$ cat src/rtl/filtered_line_feeder_pkg.sv
// Shared constants, state encoding and width helper for the filtered line feeder.
package filtered_line_feeder_pkg;

  localparam int kFilteredDataLength = 16;
  localparam int kNoOfPartitions     = 2;
  localparam int kPartitionSize      = 4;
  localparam int kLineLength         = kNoOfPartitions * kPartitionSize;

  typedef enum logic [1:0] {
    FILL  = 2'd0,
    FLUSH = 2'd1,
    HOLD  = 2'd2
  } feeder_state_t;

  // Bits needed to represent 0..value inclusive.
  function automatic int bin_width(input int value);
    return $clog2(value + 1);
  endfunction

endpackage

$ cat src/rtl/filtered_line_feeder_sync_fifo.sv
// Small skid FIFO: registered occupancy, full/empty flags, head visible at the read port.
module sync_fifo #(
  parameter int pDataLength = 16,
  parameter int pDepth      = 4,
  parameter int pPtrLength  = 2
) (
  input  logic                   clk,
  input  logic                   reset,
  input  logic                   i_push,
  input  logic [pDataLength-1:0] i_data,
  input  logic                   i_pop,
  output logic [pDataLength-1:0] o_head,
  output logic                   o_full,
  output logic                   o_empty
);

  logic [pDataLength-1:0] r_mem [pDepth];
  logic [pPtrLength-1:0]  r_wr_ptr;
  logic [pPtrLength-1:0]  r_rd_ptr;
  logic [pPtrLength:0]    r_count;
  logic                   w_push_ok;
  logic                   w_pop_ok;

  // Pushes into a full FIFO and pops from an empty one are dropped here.
  assign w_push_ok = i_push && !o_full;
  assign w_pop_ok  = i_pop && !o_empty;

  assign o_full  = (r_count == (pPtrLength + 1)'(pDepth));
  assign o_empty = (r_count == (pPtrLength + 1)'(0));
  assign o_head  = r_mem[r_rd_ptr];

  // Pointer and occupancy bookkeeping.
  always_ff @(posedge clk) begin
    if (reset) begin
      r_wr_ptr <= pPtrLength'(0);
      r_rd_ptr <= pPtrLength'(0);
      r_count  <= (pPtrLength + 1)'(0);
    end else begin
      if (w_push_ok) r_wr_ptr <= r_wr_ptr + pPtrLength'(1);
      if (w_pop_ok)  r_rd_ptr <= r_rd_ptr + pPtrLength'(1);
      case ({w_push_ok, w_pop_ok})
        2'b10:   r_count <= r_count + (pPtrLength + 1)'(1);
        2'b01:   r_count <= r_count - (pPtrLength + 1)'(1);
        default: r_count <= r_count;
      endcase
    end
  end

  // Storage write; contents need no reset since occupancy gates every read.
  always_ff @(posedge clk) begin
    if (w_push_ok) r_mem[r_wr_ptr] <= i_data;
  end

endmodule

$ cat src/rtl/filtered_line_feeder.sv
// Feeds filtered samples into the line buffer one shift per sample, then holds
// the completed line stable until the back-projection stage consumes it.
module filtered_line_feeder
  import filtered_line_feeder_pkg::*;
#(
  parameter int pDataLength    = kFilteredDataLength,
  parameter int pLineLength    = kLineLength,
  parameter int pCountLength   = bin_width(pLineLength),
  parameter int pFifoDepth     = 4,
  parameter int pFifoPtrLength = 2
) (
  input  logic                    clk,
  input  logic                    reset,
  input  logic [pDataLength-1:0]  in_data,
  input  logic                    in_valid,
  output logic                    in_ready,
  output logic [pDataLength-1:0]  lb_shift_in,
  output logic                    lb_enable,
  output logic                    line_loaded,
  input  logic                    line_consumed,
  output logic [pCountLength-1:0] sample_ptr,
  output logic                    protocol_error
);

  feeder_state_t           r_state;
  feeder_state_t           w_next_state;
  logic                    w_pop;
  logic                    w_consume;
  logic [pDataLength-1:0]  w_head;
  logic                    w_full;
  logic                    w_empty;
  logic [pDataLength-1:0]  r_shift_in;
  logic                    r_enable;
  logic                    r_loaded;
  logic [pCountLength-1:0] r_ptr;
  logic                    r_perr;

  sync_fifo #(
    .pDataLength (pDataLength),
    .pDepth      (pFifoDepth),
    .pPtrLength  (pFifoPtrLength)
  ) u_fifo (
    .clk     (clk),
    .reset   (reset),
    .i_push  (in_valid),
    .i_data  (in_data),
    .i_pop   (w_pop),
    .o_head  (w_head),
    .o_full  (w_full),
    .o_empty (w_empty)
  );

  // Ready depends only on registered occupancy, never on this cycle's pop.
  assign in_ready  = !w_full;
  assign w_consume = (r_state == HOLD) && line_consumed;

  // State register.
  always_ff @(posedge clk) begin
    if (reset) begin
      r_state <= FILL;
    end else begin
      r_state <= w_next_state;
    end
  end

  // Next state and pop decision.
  always_comb begin
    w_next_state = r_state;
    w_pop        = 1'b0;
    case (r_state)
      FILL: begin
        if (!w_empty) begin
          w_pop = 1'b1;
          if (r_ptr == pCountLength'(pLineLength - 1)) begin
            w_next_state = FLUSH;
          end else begin
            w_next_state = FILL;
          end
        end else begin
          w_next_state = FILL;
        end
      end
      FLUSH: begin
        w_next_state = HOLD;
      end
      HOLD: begin
        if (line_consumed) begin
          w_next_state = FILL;
        end else begin
          w_next_state = HOLD;
        end
      end
      default: begin
        w_next_state = FILL;
      end
    endcase
  end

  // Registered line-buffer drive, sample counter and status flags.
  always_ff @(posedge clk) begin
    if (reset) begin
      r_shift_in <= pDataLength'(0);
      r_enable   <= 1'b0;
      r_loaded   <= 1'b0;
      r_ptr      <= pCountLength'(0);
      r_perr     <= 1'b0;
    end else begin
      r_enable <= w_pop;
      if (w_pop) r_shift_in <= w_head;
      if (w_pop) begin
        r_ptr <= r_ptr + pCountLength'(1);
      end else if (w_consume) begin
        r_ptr <= pCountLength'(0);
      end
      // line_loaded rises as the final shift pulse retires.
      if (r_state == FLUSH) begin
        r_loaded <= 1'b1;
      end else if (w_consume) begin
        r_loaded <= 1'b0;
      end
      if (line_consumed && !r_loaded) r_perr <= 1'b1;
    end
  end

  assign lb_shift_in    = r_shift_in;
  assign lb_enable      = r_enable;
  assign line_loaded    = r_loaded;
  assign sample_ptr     = r_ptr;
  assign protocol_error = r_perr;

endmodule

$ cat config.mk
export PLATFORM = sky130hd
export DESIGN_NAME = filtered_line_feeder
export DESIGN_NICKNAME = d
export VERILOG_FILES = /design/src/rtl/filtered_line_feeder_pkg.sv /design/src/rtl/filtered_line_feeder_sync_fifo.sv /design/src/rtl/filtered_line_feeder.sv
export SDC_FILE = /design/constraint.sdc
export NUM_CORES = 1
export LEC_CHECK = 0
export BUFFER_PORTS_ARGS = -buffer_cell sky130_fd_sc_hd__buf_2
export CORE_ASPECT_RATIO = 0.5
export CORE_MARGIN = 5
export CORE_UTILIZATION = 55
export DETAILED_ROUTE_END_ITERATION = 10
export PLACE_DENSITY = 0.76
export SLEW_MARGIN = 20
export SYNTH_ARGS = -nofsm -noshare
export SYNTH_HDL_FRONTEND = slang
export SYNTH_SLANG_ARGS = --single-unit
$ cat constraint.sdc
create_clock -name clk -period 2.95 [get_ports clk]
set_input_delay 0.4425 -clock clk [delete_from_list [all_inputs] [get_ports clk]]
set_output_delay 0.4425 -clock clk [all_outputs]
set_load 0.02 [all_outputs]
After elaboration in Yosys (flattened, before gate mapping)
Memory sizes are Yosys's and may differ from the RTL's. A register that Yosys moved wholly into a read port is not among the register bits. Cells that the tools add are included.

Bits in registers: 16. Bits in latches: 0. Bits in writable memories: 64. Memory bits (read-only): 0. Input port bits: 20. Output and inout port bits: 24. Logic and storage cells: 45. Memories kept: 1.

Memories: u_fifo.r_mem (words 4, bits a word 16, rd ports 1, clocked after Yosys merged registers in 1, wr ports 1, RTL line filtered_line_feeder_sync_fifo.sv:17) `logic [pDataLength-1:0] r_mem [pDepth];`.

$add $sub $neg: 5. $mul: 0. Divide/modulo/power cells: 0. Order comparisons: 0. Eq/ne operators: 6. Shift operators: 0. Mux-type cells: 13. Bitwise gates (word level): 0. Reduce and logical (&&, ||, !) cells: 12.

Operators with widths (count): 4-bit 2-to-1 mux (2); 1-bit 2-to-1 mux (7); 2-bit case mux with 3 select lines (1); 3-bit case mux with 2 select lines (1); 2-bit nonzero test (3); 2-bit by 1-bit adder with 2-bit output, second input constant (2); 4-bit by 1-bit adder with 4-bit output, second input constant (1); 2-bit by 1-bit equality test with 1-bit output, second input constant (2); 2-bit equality test, second input constant (2); 4-bit by 3-bit equality test with 1-bit output, second input constant (1); 1-bit logical AND (4); 2-bit 2-to-1 mux (2); 3-bit by 1-bit adder with 3-bit output, second input constant (1); 3-bit equality test, second input constant (1); 1-bit zero test (3); 3-bit zero test (1); 3-bit by 1-bit subtractor with 3-bit output, second input constant (1); 2-bit zero test (1).

Depth between registers and ports, before layout
Gate-level depths: netlist of the first run.

Word-level depth: 6. Mapped depth: 9. Gate-level depth less buffers: 8.

By module
A second synthesis of the first run with hierarchy kept.

Cell total of the unflattened synthesis: 248. Area, all modules: 3753.6 µm².

Modules (own cells, without submodules): sync_fifo (times used 1, cells an instance 138, area an instance 2821.5 µm², seq. area each 2102.0 µm²); filtered_line_feeder (times used 1, cells an instance 110, area an instance 932.1 µm², seq. area each 500.5 µm²).

Worst setup path after synthesis of the first run
Ideal clock, no wire load.

Path type: flip-flop to flip-flop. Start: register u_fifo.r_count[2]. End: register u_fifo.r_count[2]. Library setup time: 0.070 ns. Arrival: 2.214 ns. Required time: 2.880 ns. Slack: 0.666 ns. Cell stages (with the launch flop): 10. Buffers on the path: 1. Clock period less this slack: 2.284 ns. Cell sequence: dfxtp_1 or3b_1 clkbuf_1 nand2_1 ha_1 inv_1 fa_1 xor2_1 or3_1 a21oi_1.

Elaborated cells on any way between the ends: 14. Those cells by class: 2 x add/sub; 3 x eq/ne; 3 x mux; 6 x reduce/logical.

RTL lines: start, declared (RTL line filtered_line_feeder_sync_fifo.sv:20) `logic [pPtrLength:0] r_count;`; start signal, assigned (RTL line filtered_line_feeder_sync_fifo.sv:37) `r_count <= (pPtrLength + 1)'(0);`; start signal, assigned (RTL line filtered_line_feeder_sync_fifo.sv:42) `2'b10: r_count <= r_count + (pPtrLength + 1)'(1);`; start signal, assigned (RTL line filtered_line_feeder_sync_fifo.sv:43) `2'b01: r_count <= r_count - (pPtrLength + 1)'(1);`; 3-bit equality test (*) (RTL line filtered_line_feeder_sync_fifo.sv:28) `assign o_full = (r_count == (pPtrLength + 1)'(pDepth));`; 1-bit zero test (*); via in_ready (RTL line filtered_line_feeder.sv:16) `output logic in_ready,`; 1-bit logical AND (*) (RTL line filtered_line_feeder_sync_fifo.sv:25) `assign w_push_ok = i_push && !o_full;`; 2-bit by 1-bit equality test with 1-bit output / 2-bit equality test (equally long branches) (RTL line filtered_line_feeder_sync_fifo.sv:41) `case ({w_push_ok, w_pop_ok})`; 3-bit case mux with 2 select lines / 2-bit nonzero test (equally long branches).

Mark *: on every way through the listed nets, which the timed path passes. The rest lies on a longest branch. A chain may end at the register's enable or synchronous reset.

Final worst setup path of the first run
Start: register u_fifo.r_count[2]. End: register u_fifo.r_count[2].

Longest elaborated chain between the ends: 6. Elaborated cells on any way between the ends: 14. Those cells by class: 2 x add/sub; 3 x eq/ne; 3 x mux; 6 x reduce/logical.

Ends and longest elaborated chain: 3-bit zero test (RTL line filtered_line_feeder_sync_fifo.sv:29) `assign o_empty = (r_count == (pPtrLength + 1)'(0));`; 1-bit 2-to-1 mux (RTL line filtered_line_feeder.sv:72) `if (!w_empty) begin`; 1-bit 2-to-1 mux (RTL line filtered_line_feeder.sv:70) `case (r_state)`; 1-bit logical AND (RTL line filtered_line_feeder_sync_fifo.sv:26) `assign w_pop_ok = i_pop && !o_empty;`; 2-bit by 1-bit equality test with 1-bit output / 2-bit equality test (equally long branches) (RTL line filtered_line_feeder_sync_fifo.sv:41); 3-bit case mux with 2 select lines / 2-bit nonzero test (equally long branches).

Parallel ways exist; a longest one is shown, timed or not.

==> results of run 1 <==
## power by group through the flow
stage / clock network (µW) / registers (µW) / logic, µW
6_report: 1140 / 1810 / 953
5_1_grt: 1230 / 1840 / 1040
4_1_cts: 1170 / 1820 / 967
3_5_place_dp: 0 / 1840 / 963
3_3_place_gp: 0 / 1830 / 935
2_1_floorplan: 0 / 1950 / 619
## state kept, by name, indices dropped and copies added (netlist names)
signal and count:
lb_enable 1, lb_shift_in 16, line_loaded 1, protocol_error 1, r_state 2, sample_ptr 4, u_fifo.r_count 3, u_fifo.r_mem 64
u_fifo.r_rd_ptr 2, u_fifo.r_wr_ptr 2
## per-layer routing
metal  share of wire  GRT usage  vias to the layer above
li1                -          -                      933
met1            0.45      0.191                      958
met2            0.48      0.268                       50
met3           0.053     0.0678                        8
met4           0.015     0.0602                        0
met5               0          0                        -
## cell usage in the layout, fill, tap and decap left out, drive strengths merged, types with 2 or more instances in the layout
| master | count |
|---|---|
| a22o | 16 |
| dfxtp | 32 |
| or3b | 2 |
| nand3 | 5 |
| buf | 45 |
| nor2 | 8 |
| and3 | 4 |
| edfxtp | 64 |
| a21oi | 10 |
| clkinv | 3 |
| a21o | 2 |
| ha | 6 |
| clkbuf | 10 |
| mux4 | 16 |
| o21ai | 2 |
| or3 | 3 |
| nor3 | 3 |
| inv | 9 |
| o31ai | 2 |
| a211oi | 2 |
| xor2 | 2 |
## layout make-up
| cell class | instances | area share |
|---|---|---|
| Clock buffer | 10 | 0.0540 |
| Clock inverter | 6 | 0.0162 |
| Inverter | 7 | 0.00620 |
| Multi-Input combinational cell | 98 | 0.238 |
| Sequential cell | 96 | 0.604 |
| Tap cell | 92 | 0.0271 |
| Timing Repair Buffer | 45 | 0.0543 |
## worst paths after layout
check | to | slack, ns | cells after the start
setup / recovery | u_fifo.r_count[2]$_SDFFE_PP0P_ | 0.61 | 8
hold / removal | u_fifo.r_mem[2][9]$_DFFE_PP_ | 0.31 | 1
setup reg to reg | u_fifo.r_count[2]$_SDFFE_PP0P_ | 0.61 | 8
hold reg to reg | lb_shift_in[6]$_SDFFE_PP0P_ | 0.47 | 1
## cells by family (layout without fill, tap and decap cells)
family          after synthesis  in the layout  synth area share
compound gates               37             37            0.0779
xor+xnor                      2              2           0.00472
simple gates                 35             35            0.0553
fa+ha+maj                     7              7            0.0256
buf+inv                      18             68            0.0371
mux                          17             17             0.108
flops                        96             96             0.691
## cells in the mapped netlist, types with 3 or more instances
| cell | n |
|---|---|
| mux4_2 | 8 |
| nor2_1 | 8 |
| a22o_2 | 7 |
| or3_1 | 3 |
| nand3_1 | 5 |
| dfxtp_1 | 32 |
| buf_6 | 4 |
| clkbuf_8 | 4 |
| a22o_1 | 9 |
| mux4_1 | 8 |
| inv_1 | 7 |
| ha_1 | 6 |
| and3_1 | 4 |
| a21oi_1 | 9 |
| edfxtp_1 | 64 |
## metrics by stage
step           instance area, µm²  hold slack, ns  power (µW)   util  std cells
4_1_cts                      4240           0.294        3950  0.640        354
3_3_place_gp                 3940           0.447        2760  0.595        338
2_1_floorplan                3710           0.488        2570      -        212
6_report                     4240           0.310        3910  0.640        354
3_5_place_dp                 3940           0.459        2810  0.595        338
5_1_grt                      4240           0.288        4120  0.640        354
==> flow_summary.ini, run 1 <==
[outcome]
status = finished, final reports clean

[sta]
tns_ns = 0
setup-violations-final = 0
max-slew-margin-rel = 0.406
tightest_slew_ns = 0.892
slew_viol_final = 0
fin_skew_ns = 0.00587
worst_slack_ns = 0.615
fmax_mhz = 428
rsz0062_at_grt = false
timing.final.crit_share = 0.792
hold_violations = 0
period_minus_slack_ns = 2.34

[logic_synthesis]
synth_nets = 239
synth.avg_cell_area_um2 = 17.5
yosysSeqAreaShare = 0.691
synth_cell_types = 42
syn-instance-count = 212
synth_top_area_frac = 0.518
syn_area_mm2 = 0.00371
synthFlopType = edfxtp_1
yosys.area.top_type = edfxtp_1
synth_edf_count = 64
yosysWarnings = 0
synth_area_leaders = edfxtp_1, dfxtp_1, mux4_1
synthArstFlopShare = 0
ys_ff_latch = 96

[power]
switching_share = 0.296
p_leak_uw = 0.00158
switchingPower_uw = 1160
power_density_mw_per_mm2 = 923
power.internal_uw = 2750
clockPowerShare = 0.293
pwr-share-comb = 0.244
peakVddDrop_v = 0.000333
seqPwrFrac = 0.464

[clock_tree]
cts_hold_buf = 0
cts_made_buffers = 9
cts_setup_buffers = 0
cts.sink_count = 96
tritoncts = done
cts_resized = 0
cts-root-buf = clkbuf_16
clock_latency_ns = 0.34
clockBufferDepth = 2
htreeDepth = 3
clk_pin_slew_worst_paths_ns = 0.07

[placement]
hpwl_um = 3990
gp_congestion = 0.822
pre_cts_slack_ns = 0.657
io_buffers = 43

[critical_path]
start_kind = flip-flop
critPathRequiredTime_ns = 3.22
worst-path-max-fanout = 10
criticalPathCategory = flip-flop to flip-flop
arrival_ns = 2.61
cpMaxStageDelayCell = or3b_1
critPathCaptureType = flip-flop
crit_chain = or3b_1, nand2_1, ha_1, inv_1, fa_1, xor2_1, or3_1, a21oi_1
critPathLaunch = u_fifo.r_count[2]$_SDFFE_PP0P_
cp_num_buf_inv = 1
cp_top_family = simple AND/OR/NAND/NOR gates
cpPeakStageDelay_ns = 0.50
r2r_start = u_fifo.r_count[2]$_SDFFE_PP0P_

[cells_and_area]
area_growth_pct = 14.3
diodes = 0
drive_gt1_frac = 0.305
multi_input_area_mm2 = 0.00101
fillCellCount = 488
register_area_mm2 = 0.00256
nets = 284

[min_path]
min-delay-start = in_data[9]
hold_class = input pin to flip-flop

[drt]
ant_nets = 0
wl_um = 6260
drc = 0
drt_iter0_markers = 105
vias_per_cell = 5.51
drtPass1Iterations = 4
wl_per_cell_um = 17.7
vias = 1949

[grt]
track_usage = 0.160
grt_pass1_wl_um = 10100
grt_antenna_before_repair = 0
grt_max_degree = 19
first_global_vias = 2038
grt_overflow = 0

[floorplan]
initial_core_util = 0.560
die_h_um = 68.1
core_mm2 = 0.00662
dieArea_mm2 = 0.00858
ios = 44
die_w_um = 126
rows = 21

[flow_run]
maxCapViolations = 0
No activity file was read; power rests on OpenSTA's default activity.
==> inputs of run 2 (changes only) <==
--- a/config.mk
+++ b/config.mk
@@ -5,12 +5,13 @@
 export SDC_FILE = /design/constraint.sdc
 export NUM_CORES = 1
 export LEC_CHECK = 0
+export ABC_AREA = 1
 export BUFFER_PORTS_ARGS = -buffer_cell sky130_fd_sc_hd__buf_2
 export CORE_ASPECT_RATIO = 0.5
 export CORE_MARGIN = 5
-export CORE_UTILIZATION = 55
+export CORE_UTILIZATION = 52
 export DETAILED_ROUTE_END_ITERATION = 10
-export PLACE_DENSITY = 0.76
+export PLACE_DENSITY = 0.75
 export SLEW_MARGIN = 20
 export SYNTH_ARGS = -nofsm -noshare
 export SYNTH_HDL_FRONTEND = slang
==> constraint.sdc (replaced) <==
create_clock -name clk -period 1.9 [get_ports clk]
set_input_delay 0.285 -clock clk [delete_from_list [all_inputs] [get_ports clk]]
set_output_delay 0.285 -clock clk [all_outputs]
set_load 0.02 [all_outputs]
==> run 2 against run 1 <==
Against the previous run:
- area after synthesis grew 4.9%
- largest cell class unchanged
- global-route usage grew 0.95 points
- clock power grew 84%
- worst hold slack lost 0.16 ns
- count of clock-buffer cells in the layout shrank 1
- cell count grew 43%
- die area grew 9.7%
- final area grew 7.3%
- highest routed layer unchanged
- critical path type unchanged
==> flow_summary.ini, run 2 <==
[outcome]
status = finished, final reports clean

[logic_synthesis]
ys_ff_latch = 96
syn_area_mm2 = 0.00389
yosys.area.top_type = edfxtp_1
yosysWarnings = 0
yosysSeqAreaShare = 0.659
synth_top_area_frac = 0.494
synth_area_leaders = edfxtp_1, dfxtp_1, nor2_1
syn-instance-count = 360
synthTopCellsByCount = nor2_1, edfxtp_1, nand2_1, o21ai_0, inv_1
synth_most_common_cell = nor2_1
synth_cell_types = 26
synth.avg_cell_area_um2 = 10.8
synth_edf_count = 64
synthFlopType = edfxtp_1
synthArstFlopShare = 0
synth_nets = 387

[floorplan]
die_w_um = 132
die_h_um = 71.2
dieArea_mm2 = 0.00942
rows = 22
ios = 44
initial_core_util = 0.533
core_mm2 = 0.00729

[drt]
vias = 2612
drtPass1Iterations = 4
drt_iter0_markers = 141
ant_nets = 0
wl_um = 7490
drc = 0
wl_per_cell_um = 14.8
vias_per_cell = 5.16

[power]
pwr-share-comb = 0.320
switching_share = 0.356
seqPwrFrac = 0.393
p_leak_uw = 0.00183
switchingPower_uw = 2610
power.total_uw = 7310
peakVddDrop_v = 0.000563
power.internal_uw = 4710
clockPowerShare = 0.287
power_density_mw_per_mm2 = 1610

[critical_path]
start_kind = flip-flop
cpPeakStageDelay_ns = 0.35
criticalPathCategory = flip-flop to flip-flop
cp_top_family = adder cells
critPathRequiredTime_ns = 2.12
cp_num_buf_inv = 1
crit_chain = nor2_4, nand2_1, nand2_2, ha_1, inv_1, fa_2, nand2_1, nand3_1, o21ai_2, a21oi_1
crit_top_cell = nand2_1
arrival_ns = 2.02
regToRegSetupSlack_ns = 0.10
cpMaxStageDelayCell = dfxtp_2
critPathCaptureType = flip-flop
worst-path-max-fanout = 3

[clock_tree]
cts_resized = 1
clockBufferDepth = 2
tritoncts = done
clk_pin_slew_worst_paths_ns = 0.07
cts.sink_count = 96
cts-root-buf = clkbuf_16
cts_setup_buffers = 0
clock_latency_ns = 0.34
cts_hold_buf = 0
htreeDepth = 3
cts_made_buffers = 9

[cells_and_area]
diodes = 0
regMostFlops = u_fifo.r_mem
nets = 432
drive_gt1_frac = 0.212
final_common_cell = nor2_1
largest_reg_flops = 64
postLayoutCellArea_mm2 = 0.00455
fin_cells = 506
fin_util = 0.624
area_growth_pct = 16.9
most-common-layout-cells = nor2_1, edfxtp_1, nand2_1, buf_2, o21ai_0

[min_path]
hold_class = input pin to flip-flop

[sta]
holdWs_ns = 0.152
timing.final.crit_share = 0.947
rsz0062_at_grt = false
tightest_slew_ns = 0.489
setup-violations-final = 0
max-slew-margin-rel = 0.673
fin_skew_ns = 0.0104
period_minus_slack_ns = 1.80
slew_viol_final = 0
hold_violations = 0
fmax_mhz = 556

[grt]
first_global_vias = 2606
grt_max_degree = 36
grt_overflow = 0
track_usage = 0.170
grt_antenna_before_repair = 0
grt_pass1_wl_um = 12500

[placement]
gp_congestion = 0.810
placed_cell_area_mm2 = 0.00418
dp_cells = 490
hpwl_um = 4710
io_buffers = 43

[flow_run]
maxCapViolations = 0
-- run 2: changes by cell type after synthesis, sizes merged, moves of 13 or more --
cell	previous run	this run
nor2	8	75
nand2	1	47
o21ai	2	41
inv	7	36
a22o	16	0
mux4	16	0
o211ai	0	16
buf	5	18
-- run 2: cell families (layout without fill, tap and decap cells) --
kind of cell    after synthesis  count (layout)  share of synthesized area
simple gates                131             131                      0.132
fa+ha+maj                     7               7                     0.0244
buf+inv                      54             104                     0.0678
compound gates               72              72                      0.117
flops                        96              96                      0.659
-- run 2: path summary, 6_finish.rpt --
check                                                     from                        endpoint  cells after the start
worst max-delay path            u_fifo.r_count[1]$_SDFFE_PP0P_  u_fifo.r_count[2]$_SDFFE_PP0P_                     10
worst min register to register     protocol_error$_SDFFE_PP0P_     protocol_error$_SDFFE_PP0P_                      2
worst max register to register  u_fifo.r_count[1]$_SDFFE_PP0P_  u_fifo.r_count[2]$_SDFFE_PP0P_                     10
worst min-delay path                                in_data[6]    u_fifo.r_mem[3][6]$_DFFE_PP_                      1
-- run 2: power groups by stage --
stage / combinational (µW) / sequential (µW) / clock [µW]
2_1_floorplan: 1560 / 3070 / 0
3_3_place_gp: 2230 / 2880 / 0
3_5_place_dp: 2330 / 2900 / 0
4_1_cts: 2350 / 2860 / 2150
5_1_grt: 2630 / 2910 / 2240
6_report: 2340 / 2870 / 2100
-- run 2: metal layers --
layer  routed length (µm)  global-route usage  vias to the layer above
met1                 3210               0.200                     1231
met5                    0                   0                        -
met4                   93              0.0711                        0
met2                 3650               0.287                       71
met3                  537              0.0604                       12
li1                     -                   -                     1298
-- run 2: final cells by class --
class / count / area, µm²
repair buffers: 52 / 295
clock inverters: 7 / 133
multi-input cells: 210 / 1080
fillers: 552 / 2750
inverters: 36 / 135
flip-flops and latches: 96 / 2560
clock buffers: 9 / 225
well taps: 96 / 120
-- run 2: metrics by stage --
step | setup WS [ns] | TNS, ns
after detailed placement | -0.00913 | -0.00913
after CTS | 0.0183 | 0
after global routing | 0.0151 | 0
final | 0.100 | 0
after global placement | 0.241 | 0
after floorplan | 0.0548 | 0
